## config.mk

```make
export PLATFORM = sky130hd
export DESIGN_NAME = ext_intf_receiver
export DESIGN_NICKNAME = d
export VERILOG_FILES = /design/src/rtl/ext_intf_pkg.sv /design/src/rtl/ext_rx_resp_ser.sv /design/src/rtl/ext_intf_receiver.sv
export SDC_FILE = /design/constraint.sdc
export NUM_CORES = 1
export LEC_CHECK = 0
export ABC_AREA = 1
export BUFFER_PORTS_ARGS = -buffer_cell sky130_fd_sc_hd__buf_2
export CORE_ASPECT_RATIO = 0.5
export CORE_MARGIN = 2
export CORE_UTILIZATION = 41
export DETAILED_ROUTE_END_ITERATION = 12
export GPL_TIMING_DRIVEN = 0
export HOLD_SLACK_MARGIN = 0.08
export PLACE_DENSITY = 0.66
export SYNTH_ARGS = -nofsm -noshare
export SYNTH_HDL_FRONTEND = slang
export SYNTH_SLANG_ARGS = --single-unit
```

## constraint.sdc

```tcl
create_clock -name CLK -period 1.9 [get_ports CLK]
set_input_delay 0.19 -clock CLK [delete_from_list [all_inputs] [get_ports CLK]]
set_output_delay 0.19 -clock CLK [all_outputs]
set_load 0.01 [all_outputs]
```

## src/rtl/ext_intf_pkg.sv

```systemverilog
// Shared encodings for the host external link: receiver FSM states, phase tags,
// CNTR word bit positions and the timeout fill pattern.
package ext_intf_pkg;

   typedef enum logic [3:0] {
      ST_RX_CNTR  = 4'h0,
      ST_RX_ADDR0 = 4'h1,
      ST_RX_ADDR1 = 4'h2,
      ST_RX_WDAT0 = 4'h3,
      ST_RX_WDAT1 = 4'h4,
      ST_BUS_REQ  = 4'h5,
      ST_BUS_DATA = 4'h6,
      ST_RESP0    = 4'h8,
      ST_RESP1    = 4'h9,
      ST_RESP2    = 4'hA,
      ST_RESP3    = 4'hB
   } rx_state_e;

   localparam logic [2:0] PH_CNTR = 3'b100;
   localparam logic [2:0] PH_ADDR = 3'b010;
   localparam logic [2:0] PH_WDAT = 3'b001;

   localparam int CNTR_WT_BIT = 4;
   localparam int CNTR_BE_LSB = 0;
   localparam int CNTR_BE_W   = 4;

   localparam logic [31:0] RDT_TIMEOUT = 32'hDEAD_DEAD;

   // Phase tag a receive state expects to see on the incoming word.
   function automatic logic [2:0] exp_phase(rx_state_e s);
      case (s)
         ST_RX_CNTR:               return PH_CNTR;
         ST_RX_ADDR0, ST_RX_ADDR1: return PH_ADDR;
         default:                  return PH_WDAT;
      endcase
   endfunction

endpackage

```

## src/rtl/ext_rx_resp_ser.sv

```systemverilog
// Read-response serializer: holds the 32-bit read result and presents it as four
// bytes LSB-first, with the fault flag only on the last byte.
module ext_rx_resp_ser (
   input  logic        clk,
   input  logic        rst_n,
   input  logic        load,
   input  logic [31:0] load_data,
   input  logic        load_fault,
   input  logic        active,
   input  logic [1:0]  idx,
   input  logic        resp_ack,
   output logic        resp_valid,
   output logic [7:0]  resp_data,
   output logic        resp_flag
);

   logic [31:0] rdt_q, rdt_d;
   logic        fault_q, fault_d;

   always_comb begin
      rdt_d   = rdt_q;
      fault_d = fault_q;
      if (load) begin
         rdt_d   = load_data;
         fault_d = load_fault;
      end
   end

   always_ff @(posedge clk or negedge rst_n) begin
      if (!rst_n) begin
         rdt_q   <= '0;
         fault_q <= 1'b0;
      end else begin
         rdt_q   <= rdt_d;
         fault_q <= fault_d;
      end
   end

   // A byte is pushed whenever the FIFO has room; the FSM advances idx on the same strobe.
   assign resp_valid = active & resp_ack;
   assign resp_data  = active ? rdt_q[{idx, 3'b000} +: 8] : 8'h00;
   assign resp_flag  = active & (idx == 2'd3) & fault_q;

endmodule

```

## src/rtl/ext_intf_receiver.sv

```systemverilog
// Far-end receiver of the host external link: rebuilds single accesses from the
// 16-bit word stream, runs them on the local master port and returns read bytes.
// Optional phase-tag framing check: define EXT_RX_PHASE_CHECK_EN.
module ext_intf_receiver
   import ext_intf_pkg::*;
#(
   parameter int TIMEOUT_W = 8,
   parameter int CNTR_W    = 5
) (
   input  logic        CLK,
   input  logic        nRST,
   input  logic        Ext_TRANS_VALID,
   input  logic [2:0]  Ext_TRANS_PHASE,
   input  logic [15:0] Ext_TRANS_DATA,
   output logic        Ext_TRANS_ACK,
   output logic        Ext_RESP_VALID,
   output logic        Ext_RESP_RESP,
   output logic [7:0]  Ext_RESP_DATA,
   input  logic        Ext_RESP_ACK,
   output logic        M_REQ,
   output logic        M_WT,
   output logic [3:0]  M_BE,
   output logic [31:0] M_ADDR,
   output logic [31:0] M_WDT,
   input  logic        M_nWAIT,
   input  logic [31:0] M_RDT,
   input  logic        M_FAULT,
   output logic        RX_ERR
);

   // Fires on the (2**TIMEOUT_W-1)th consecutive stall cycle.
   localparam logic [TIMEOUT_W-1:0] TO_LAST = ~(TIMEOUT_W'(1));

   rx_state_e              state_q, state_d;
   logic                   wt_q, wt_d;
   logic [3:0]             be_q, be_d;
   logic [31:0]            addr_q, addr_d;
   logic [31:0]            wdt_q, wdt_d;
   logic [TIMEOUT_W-1:0]   to_cnt_q, to_cnt_d;
   logic                   err_q, err_d;
   logic                   req_q, req_d;

   logic                   rx_st, pop, to_expire;
   logic                   phase_bad, phase_restart;
   logic                   ld, ld_fault, resp_active;
   logic [31:0]            ld_data;
   logic [CNTR_W-1:0]      cntr_word;

   assign cntr_word = Ext_TRANS_DATA[CNTR_W-1:0];
   assign rx_st     = state_q inside {ST_RX_CNTR, ST_RX_ADDR0, ST_RX_ADDR1,
                                      ST_RX_WDAT0, ST_RX_WDAT1};
   assign pop       = Ext_TRANS_VALID & rx_st;
   assign to_expire = (to_cnt_q == TO_LAST);

`ifdef EXT_RX_PHASE_CHECK_EN
   assign phase_bad     = pop && (Ext_TRANS_PHASE != exp_phase(state_q));
   assign phase_restart = phase_bad && (Ext_TRANS_PHASE == PH_CNTR);
`else
   logic unused_phase;
   assign unused_phase  = ^Ext_TRANS_PHASE;
   assign phase_bad     = 1'b0;
   assign phase_restart = 1'b0;
`endif

   always_comb begin
      state_d  = state_q;
      wt_d     = wt_q;
      be_d     = be_q;
      addr_d   = addr_q;
      wdt_d    = wdt_q;
      to_cnt_d = to_cnt_q;
      err_d    = err_q;
      ld       = 1'b0;
      ld_data  = M_RDT;
      ld_fault = M_FAULT;
      if (phase_bad) begin
         // Misframed word is consumed; a CNTR-tagged one starts a fresh transfer.
         err_d   = 1'b1;
         state_d = ST_RX_CNTR;
         if (phase_restart) begin
            wt_d    = cntr_word[CNTR_WT_BIT];
            be_d    = cntr_word[CNTR_BE_LSB +: CNTR_BE_W];
            state_d = ST_RX_ADDR0;
         end
      end else begin
         case (state_q)
            ST_RX_CNTR: if (pop) begin
               wt_d    = cntr_word[CNTR_WT_BIT];
               be_d    = cntr_word[CNTR_BE_LSB +: CNTR_BE_W];
               state_d = ST_RX_ADDR0;
            end
            ST_RX_ADDR0: if (pop) begin
               addr_d[15:0] = Ext_TRANS_DATA;
               state_d      = ST_RX_ADDR1;
            end
            ST_RX_ADDR1: if (pop) begin
               addr_d[31:16] = Ext_TRANS_DATA;
               state_d       = wt_q ? ST_RX_WDAT0 : ST_BUS_REQ;
            end
            ST_RX_WDAT0: if (pop) begin
               wdt_d[15:0] = Ext_TRANS_DATA;
               state_d     = ST_RX_WDAT1;
            end
            ST_RX_WDAT1: if (pop) begin
               wdt_d[31:16] = Ext_TRANS_DATA;
               state_d      = ST_BUS_REQ;
            end
            ST_BUS_REQ: begin
               if (M_nWAIT) begin
                  to_cnt_d = '0;
                  state_d  = wt_q ? ST_RX_CNTR : ST_BUS_DATA;
               end else if (to_expire) begin
                  to_cnt_d = '0;
                  err_d    = 1'b1;
                  if (wt_q) begin
                     state_d = ST_RX_CNTR;
                  end else begin
                     ld       = 1'b1;
                     ld_data  = RDT_TIMEOUT;
                     ld_fault = 1'b1;
                     state_d  = ST_RESP0;
                  end
               end else begin
                  to_cnt_d = to_cnt_q + TIMEOUT_W'(1);
               end
            end
            ST_BUS_DATA: begin
               if (M_nWAIT) begin
                  to_cnt_d = '0;
                  ld       = 1'b1;
                  state_d  = ST_RESP0;
               end else if (to_expire) begin
                  to_cnt_d = '0;
                  err_d    = 1'b1;
                  ld       = 1'b1;
                  ld_data  = RDT_TIMEOUT;
                  ld_fault = 1'b1;
                  state_d  = ST_RESP0;
               end else begin
                  to_cnt_d = to_cnt_q + TIMEOUT_W'(1);
               end
            end
            ST_RESP0: if (Ext_RESP_VALID) state_d = ST_RESP1;
            ST_RESP1: if (Ext_RESP_VALID) state_d = ST_RESP2;
            ST_RESP2: if (Ext_RESP_VALID) state_d = ST_RESP3;
            ST_RESP3: if (Ext_RESP_VALID) state_d = ST_RX_CNTR;
            default:  state_d = ST_RX_CNTR;
         endcase
      end
      req_d = (state_d == ST_BUS_REQ);
   end

   always_ff @(posedge CLK or negedge nRST) begin
      if (!nRST) begin
         state_q  <= ST_RX_CNTR;
         wt_q     <= 1'b0;
         be_q     <= '0;
         addr_q   <= '0;
         wdt_q    <= '0;
         to_cnt_q <= '0;
         err_q    <= 1'b0;
         req_q    <= 1'b0;
      end else begin
         state_q  <= state_d;
         wt_q     <= wt_d;
         be_q     <= be_d;
         addr_q   <= addr_d;
         wdt_q    <= wdt_d;
         to_cnt_q <= to_cnt_d;
         err_q    <= err_d;
         req_q    <= req_d;
      end
   end

   assign resp_active = state_q inside {ST_RESP0, ST_RESP1, ST_RESP2, ST_RESP3};

   ext_rx_resp_ser u_resp_ser (
      .clk        (CLK),
      .rst_n      (nRST),
      .load       (ld),
      .load_data  (ld_data),
      .load_fault (ld_fault),
      .active     (resp_active),
      .idx        (state_q[1:0]),
      .resp_ack   (Ext_RESP_ACK),
      .resp_valid (Ext_RESP_VALID),
      .resp_data  (Ext_RESP_DATA),
      .resp_flag  (Ext_RESP_RESP)
   );

   // The pop strobe is combinational from VALID, so hold it low while in reset.
   assign Ext_TRANS_ACK = pop & nRST;
   assign M_REQ         = req_q;
   assign M_WT          = wt_q;
   assign M_BE          = be_q;
   assign M_ADDR        = addr_q;
   assign M_WDT         = wdt_q;
   assign RX_ERR        = err_q;

endmodule

```

## Yosys cells after proc, flatten, opt, wreduce, memory -nomap -nowiden

Cells that the tools add are included.

- Add/subtract/negate cells: 1
- Eq/ne operators: 13
- Shifts and indexed selects: 1
- Mux-type cells: 38
- Bitwise gates (word level): 6
- Reduce and logical (&&, ||, !) cells: 10

Operator list:

| cell | number |
|---|---|
| 32-bit two-way mux | 5 |
| 32-bit case mux with 2 select lines | 1 |
| 4-bit two-way mux | 14 |
| 4-bit case mux with 11 select lines | 1 |
| 32-bit by 6-bit indexed part select with 8-bit output | 1 |
| 8-bit two-way mux | 3 |
| 4-bit by 3-bit equality test with 1-bit output, second input constant | 4 |
| 4-bit equality test, second input constant | 4 |
| 1-bit two-way mux | 10 |
| 2-bit AND reduction | 5 |
| 8-bit by 1-bit adder with 8-bit output, second input constant | 1 |
| 4-bit by 2-bit equality test with 1-bit output, second input constant | 2 |
| 8-bit equality test, second input constant | 1 |
| 3-bit two-way mux | 2 |
| 1-bit AND | 5 |
| 5-bit nonzero test | 1 |
| 4-bit by 1-bit equality test with 1-bit output, second input constant | 1 |
| 4-bit logical NOT | 1 |
| 1-bit case mux with 2 select lines | 2 |
| 4-bit nonzero test | 1 |
| 3-bit AND reduction | 1 |
| 2-bit equality test, second input constant | 1 |
| 2-bit OR reduction | 1 |
| 1-bit NOT | 1 |

- Register bits: 116
- Input bits: 57
- Output and inout port bits: 82
- Word-level logic and storage cells: 81

## Depth between registers and ports, before layout

- Word-level depth: 6
- Gate-level depth with buffers: 12
- Gate-level depth less buffers: 11

## Hierarchy

From an unflattened synthesis, not the netlist that was laid out.

- Cell total of the unflattened synthesis: 662
- Area total of the unflattened synthesis: 5,313.8 um^2

By module, submodules not included:

| module | instances | cells an instance | area each (um^2) | seq. area each (um^2) |
|---|---|---|---|---|
| ext_intf_receiver | 1 | 456 | 3,732.3 | 2,077.0 |
| ext_rx_resp_ser | 1 | 206 | 1,581.5 | 825.8 |

## Least setup slack after synthesis

Ideal clock, no wire load.

- Path kind: reg-to-reg
- Start point: reg to_cnt_q[0]
- End point: reg u_resp_ser.rdt_q[24]
- Setup time: 119 ps
- Arrival: 1,496 ps
- Data required time: 1,781 ps
- Path slack: 286 ps
- Cell stages (with the launch flop): 13
- Path buffers: 1
- Clock period less this slack: 1,614 ps
- Cells stage by stage: dfrtp_1 inv_1 ha_1 inv_1 nor2_1 nand2_4 nor2_8 nand3_2 nand2_4 inv_2 buf_2 nand2_1 nand2_1

- Cells in the longest elaborated chain, start to end: 4
- Elaborated cells between the ends (all ways): 11
- Classes of those cells: 1 x eq/ne; 10 x mux

Ends and longest elaborated chain:

| element | RTL line | RTL |
|---|---|---|
| start: declaration | ext_intf_receiver.sv:39 | `logic [TIMEOUT_W-1:0] to_cnt_q, to_cnt_d;` |
| start signal: assignment | ext_intf_receiver.sv:169 | `to_cnt_q <= to_cnt_d;` |
| 8-bit equality test * | ext_intf_receiver.sv:53 | `assign to_expire = (to_cnt_q == TO_LAST);` |
| 32-bit two-way mux (tied with other cells) | ext_intf_receiver.sv:132 | `end else if (to_expire) begin` |
| 32-bit two-way mux (tied with other cells) | ext_intf_receiver.sv:128 | `if (M_nWAIT) begin` |
| 32-bit case mux with 2 select lines / 1-bit case mux with 2 select lines (equally long branches) | ext_intf_receiver.sv:86 | `case (state_q)` |
| end signal: assignment | ext_rx_resp_ser.sv:34 | `rdt_q <= rdt_d;` |
| end: declaration | ext_rx_resp_ser.sv:17 | `logic [31:0] rdt_q, rdt_d;` |

Mark *: on every way between the ends. The rest lies on a longest branch, timed or not.
A chain may end at the register's enable or synchronous reset.

## Final worst setup path

- Start point: reg state_q[0]
- End point: out Ext_RESP_DATA[5]

- Cells in the longest elaborated chain, start to end: 3
- Elaborated cells between the ends (all ways): 7
- Classes of those cells: 4 x eq/ne; 1 x shift; 1 x mux; 1 x reduce/logical

Ends and longest elaborated chain:

| element | RTL line | RTL |
|---|---|---|
| start: declaration | ext_intf_receiver.sv:34 | `rx_state_e state_q, state_d;` |
| start signal: assignment | ext_intf_receiver.sv:164 | `state_q <= state_d;` |
| parallel branches: the longest is 2 deep, another holds 32-bit by 6-bit indexed part select with 8-bit output | -- |  |
| 8-bit two-way mux * | ext_rx_resp_ser.sv:41 | `assign resp_data = active ? rdt_q[{idx, 3'b000} +: 8] : 8'h00;` |
| end: declaration | ext_intf_receiver.sv:18 | `output logic [7:0] Ext_RESP_DATA,` |

Every way passes the cells marked *.

==> flow_summary.ini <==
[die]
core_sq_mm = 0.0120
die_w_microns = 162
die_h_microns = 83.0
die_area_sq_mm = 0.0134
rows = 28
ios = 139
start_util = 0.427

[critical_path]
worst_setup_path_start_kind = flop
cp_max_fo = 7
cpMaxStageDelayCell = dfrtp_1
cp-end-kind = primary output
crit_buf_inv = 3
critical-path-top-delay-family = buffers and inverters
r2r_slack_ns = 0.15
crit_top_cell = buf_6
crit_chain = buf_6, nor2_4, buf_6, nand2_1, a41oi_1, buf_2
max_stage_delay_ns = 0.37
path_class = reg2out
required_ns = 1.71
worstPathArrival_ns = 1.70

[power]
comb_power_share = 0.330
power.switching_mw = 4.05
swShare = 0.364
leakage_nw = 3.91
power_density_mw_per_mm2 = 1570
power.internal_mw = 7.07
total_power_mw = 11.1
p_clk_frac = 0.296
power_frac_seq = 0.373
peakVddDrop_v = 0.000665

[sta]
tightest_slew_ns = 0.906
maxSlewHeadroom = 0.394
final.setup_skew_ns = 0.0107
finalCritPeriodShare = 0.994
hold_viol = 27
final.setup.tns_ns = 0
timing.final.crit_period_ns = 1.89
whs_ns = -0.0465
rsz0062_at_grt = yes
clock.fmax_mhz = 529
setup-violations-final = 0
final-max-slew-violation-count = 0

[layout]
final_cell_mix = 198 x nand2_1, 137 x buf_2, 116 x dfrtp_1
final_cells = 970
fin_nets = 852
drive_above_1_share = 0.280
diodes = 0
final_common_cell = nand2_1
synthToLayoutAreaGrowth_pct = 38.2
finalInstanceArea_sq_mm = 0.00707

[synthesis]
yosysSeqAreaShare = 0.568
synthCells = 609
yosys_warnings = 0
avgSynthCellArea_sq_um = 8.39
yosysUniqueCellTypes = 32
syn-num-nets = 668
synthArstFlopShare = 1.00
ys.flop_type = dfrtp_1
synth_edf_count = 0
ys_ff_latch = 116
syn_area_sq_mm = 0.00511

[place]
dp_cells = 910
io_buffer_count = 135
postPlaceCellArea_sq_mm = 0.00603
dp_hpwl_microns = 9250
place.gp.congestion = 0.829

[cts]
cts_buffers = 17
cts_tree = done
clock_latency_ns = 0.41
htreeDepth = 4
clkTransAtPathRegs_ns = 0.06
clock_path_buffers = 2
cts_root_buf = clkbuf_16
clock-sinks = 116

[grt]
grt_pass1_wl_microns = 22900
grt_pass1_vias = 4516
antenna_found_initial = 0
overflow = 0
grt_max_degree = 97
track_usage = 0.216

[detailed_routing]
drt_iter0_markers = 308
routedWlPerCell_microns = 14.6
vias_per_cell = 4.81
dr.pass1.iters = 4
postRouteWirelength_microns = 14100
drc = 0
final_antenna_net_count = 0
via_count = 4664

[outcome]
failed_checks = hold timing
status = finished with violations

[flow_run]
cap_violations = 0

[hold_path]
hp-class = in2async
-- cell type report --
cell class                      instances  area [sq um]
Clock buffer                           17           425
Multi-Input combinational cell        389          1880
Fill cell                            1117          4920
Buffer                                 22           139
Inverter                               81           314
Clock inverter                         14           176
Sequential cell                       116          2900
Timing Repair Buffer                  166          1020
Tap cell                              165           206
-- cell families after synthesis --
group,Yosys count,synth area share
flip-flops,116,0.568
adder cells (fa/ha/maj),2,0.00490
buffers and inverters,104,0.0845
AND/OR/NAND/NOR,271,0.219
XOR/XNOR,1,0.00171
AO/OA/AOI/OAI,115,0.122
-- worst paths after layout --
check,startpoint,endpoint,cells after the start
setup reg to reg,to_cnt_q[0],u_resp_ser.rdt_q[24],12
min in group CLK,Ext_TRANS_DATA[15],M_WDT[15],3
hold reg to reg,u_resp_ser.rdt_q[5],u_resp_ser.rdt_q[5],2
hold / removal,nRST,M_ADDR[22],4
setup / recovery,state_q[0],Ext_RESP_DATA[5],6
max in group asynchronous,nRST,M_ADDR[11],4
-- Yosys cell counts (3+ instances only) --
cell type | number | share of area
nand2_1 | 207 | 0.15
dfrtp_1 | 116 | 0.57
o21ai_0 | 94 | 0.092
inv_1 | 77 | 0.057
nor2_1 | 26 | 0.019
nand3_1 | 24 | 0.024
clkbuf_1 | 12 | 0.0088
buf_2 | 6 | 0.0059
o22ai_1 | 6 | 0.0073
a221oi_1 | 3 | 0.0051
buf_4 | 3 | 0.0044
inv_2 | 3 | 0.0022
nand2_2 | 3 | 0.0037
-- power groups by stage --
stage                     Sequential, mW  Combinational, mW  Clock (mW)
final                               4.15               3.68        3.30
after global routing                4.27               4.14        3.45
after CTS                           4.13               3.48        3.33
after detailed placement            4.14               3.34           0
after global placement              4.14               3.25           0
after floorplan                     4.38               1.67           0
-- state kept, by name, indices dropped and copies added, names as in the netlist --
name and flops:
M_REQ 1, M_WT 1, M_ADDR 32, M_WDT 32
RX_ERR 1, to_cnt_q 8, state_q 4, u_resp_ser.fault_q 1
M_BE 4, u_resp_ser.rdt_q 32
-- worst register-to-register path, delay by kind of cell (launching register included) --
kind	cells	cell delay, ns
adder cells (fa/ha/maj)	1	0.13
flip-flops	1	0.42
AND/OR/NAND/NOR	7	0.73
buffers and inverters	4	0.41
-- layer usage --
| layer | global-route usage | part of all wire | wire, microns |
|---|---|---|---|
| met1 | 0.287 | 0.46 | 6450 |
| met2 | 0.342 | 0.48 | 6730 |
| met3 | 0.0544 | 0.048 | 671 |
| met4 | 0.0821 | 0.019 | 267 |
| met5 | 0 | 0 | 0 |
-- per-stage QoR --
stage	utilization	setup slack, ns
after floorplan	-	0.286
after global placement	0.500	-1.01
after detailed placement	0.503	-0.0435
after CTS	0.576	0.00705
after global routing	0.590	-0.0456
final	0.590	0.0110
-- timing repair --
action	4_1_cts	5_1_grt
buffers inserted	2	3
hold buffers	22	3
setup endpoints to repair	43	63
endpoints found under the hold margin	138	82
pin swaps	1	7
gates resized for setup	12	35
(Power assumes the default switching activity.)
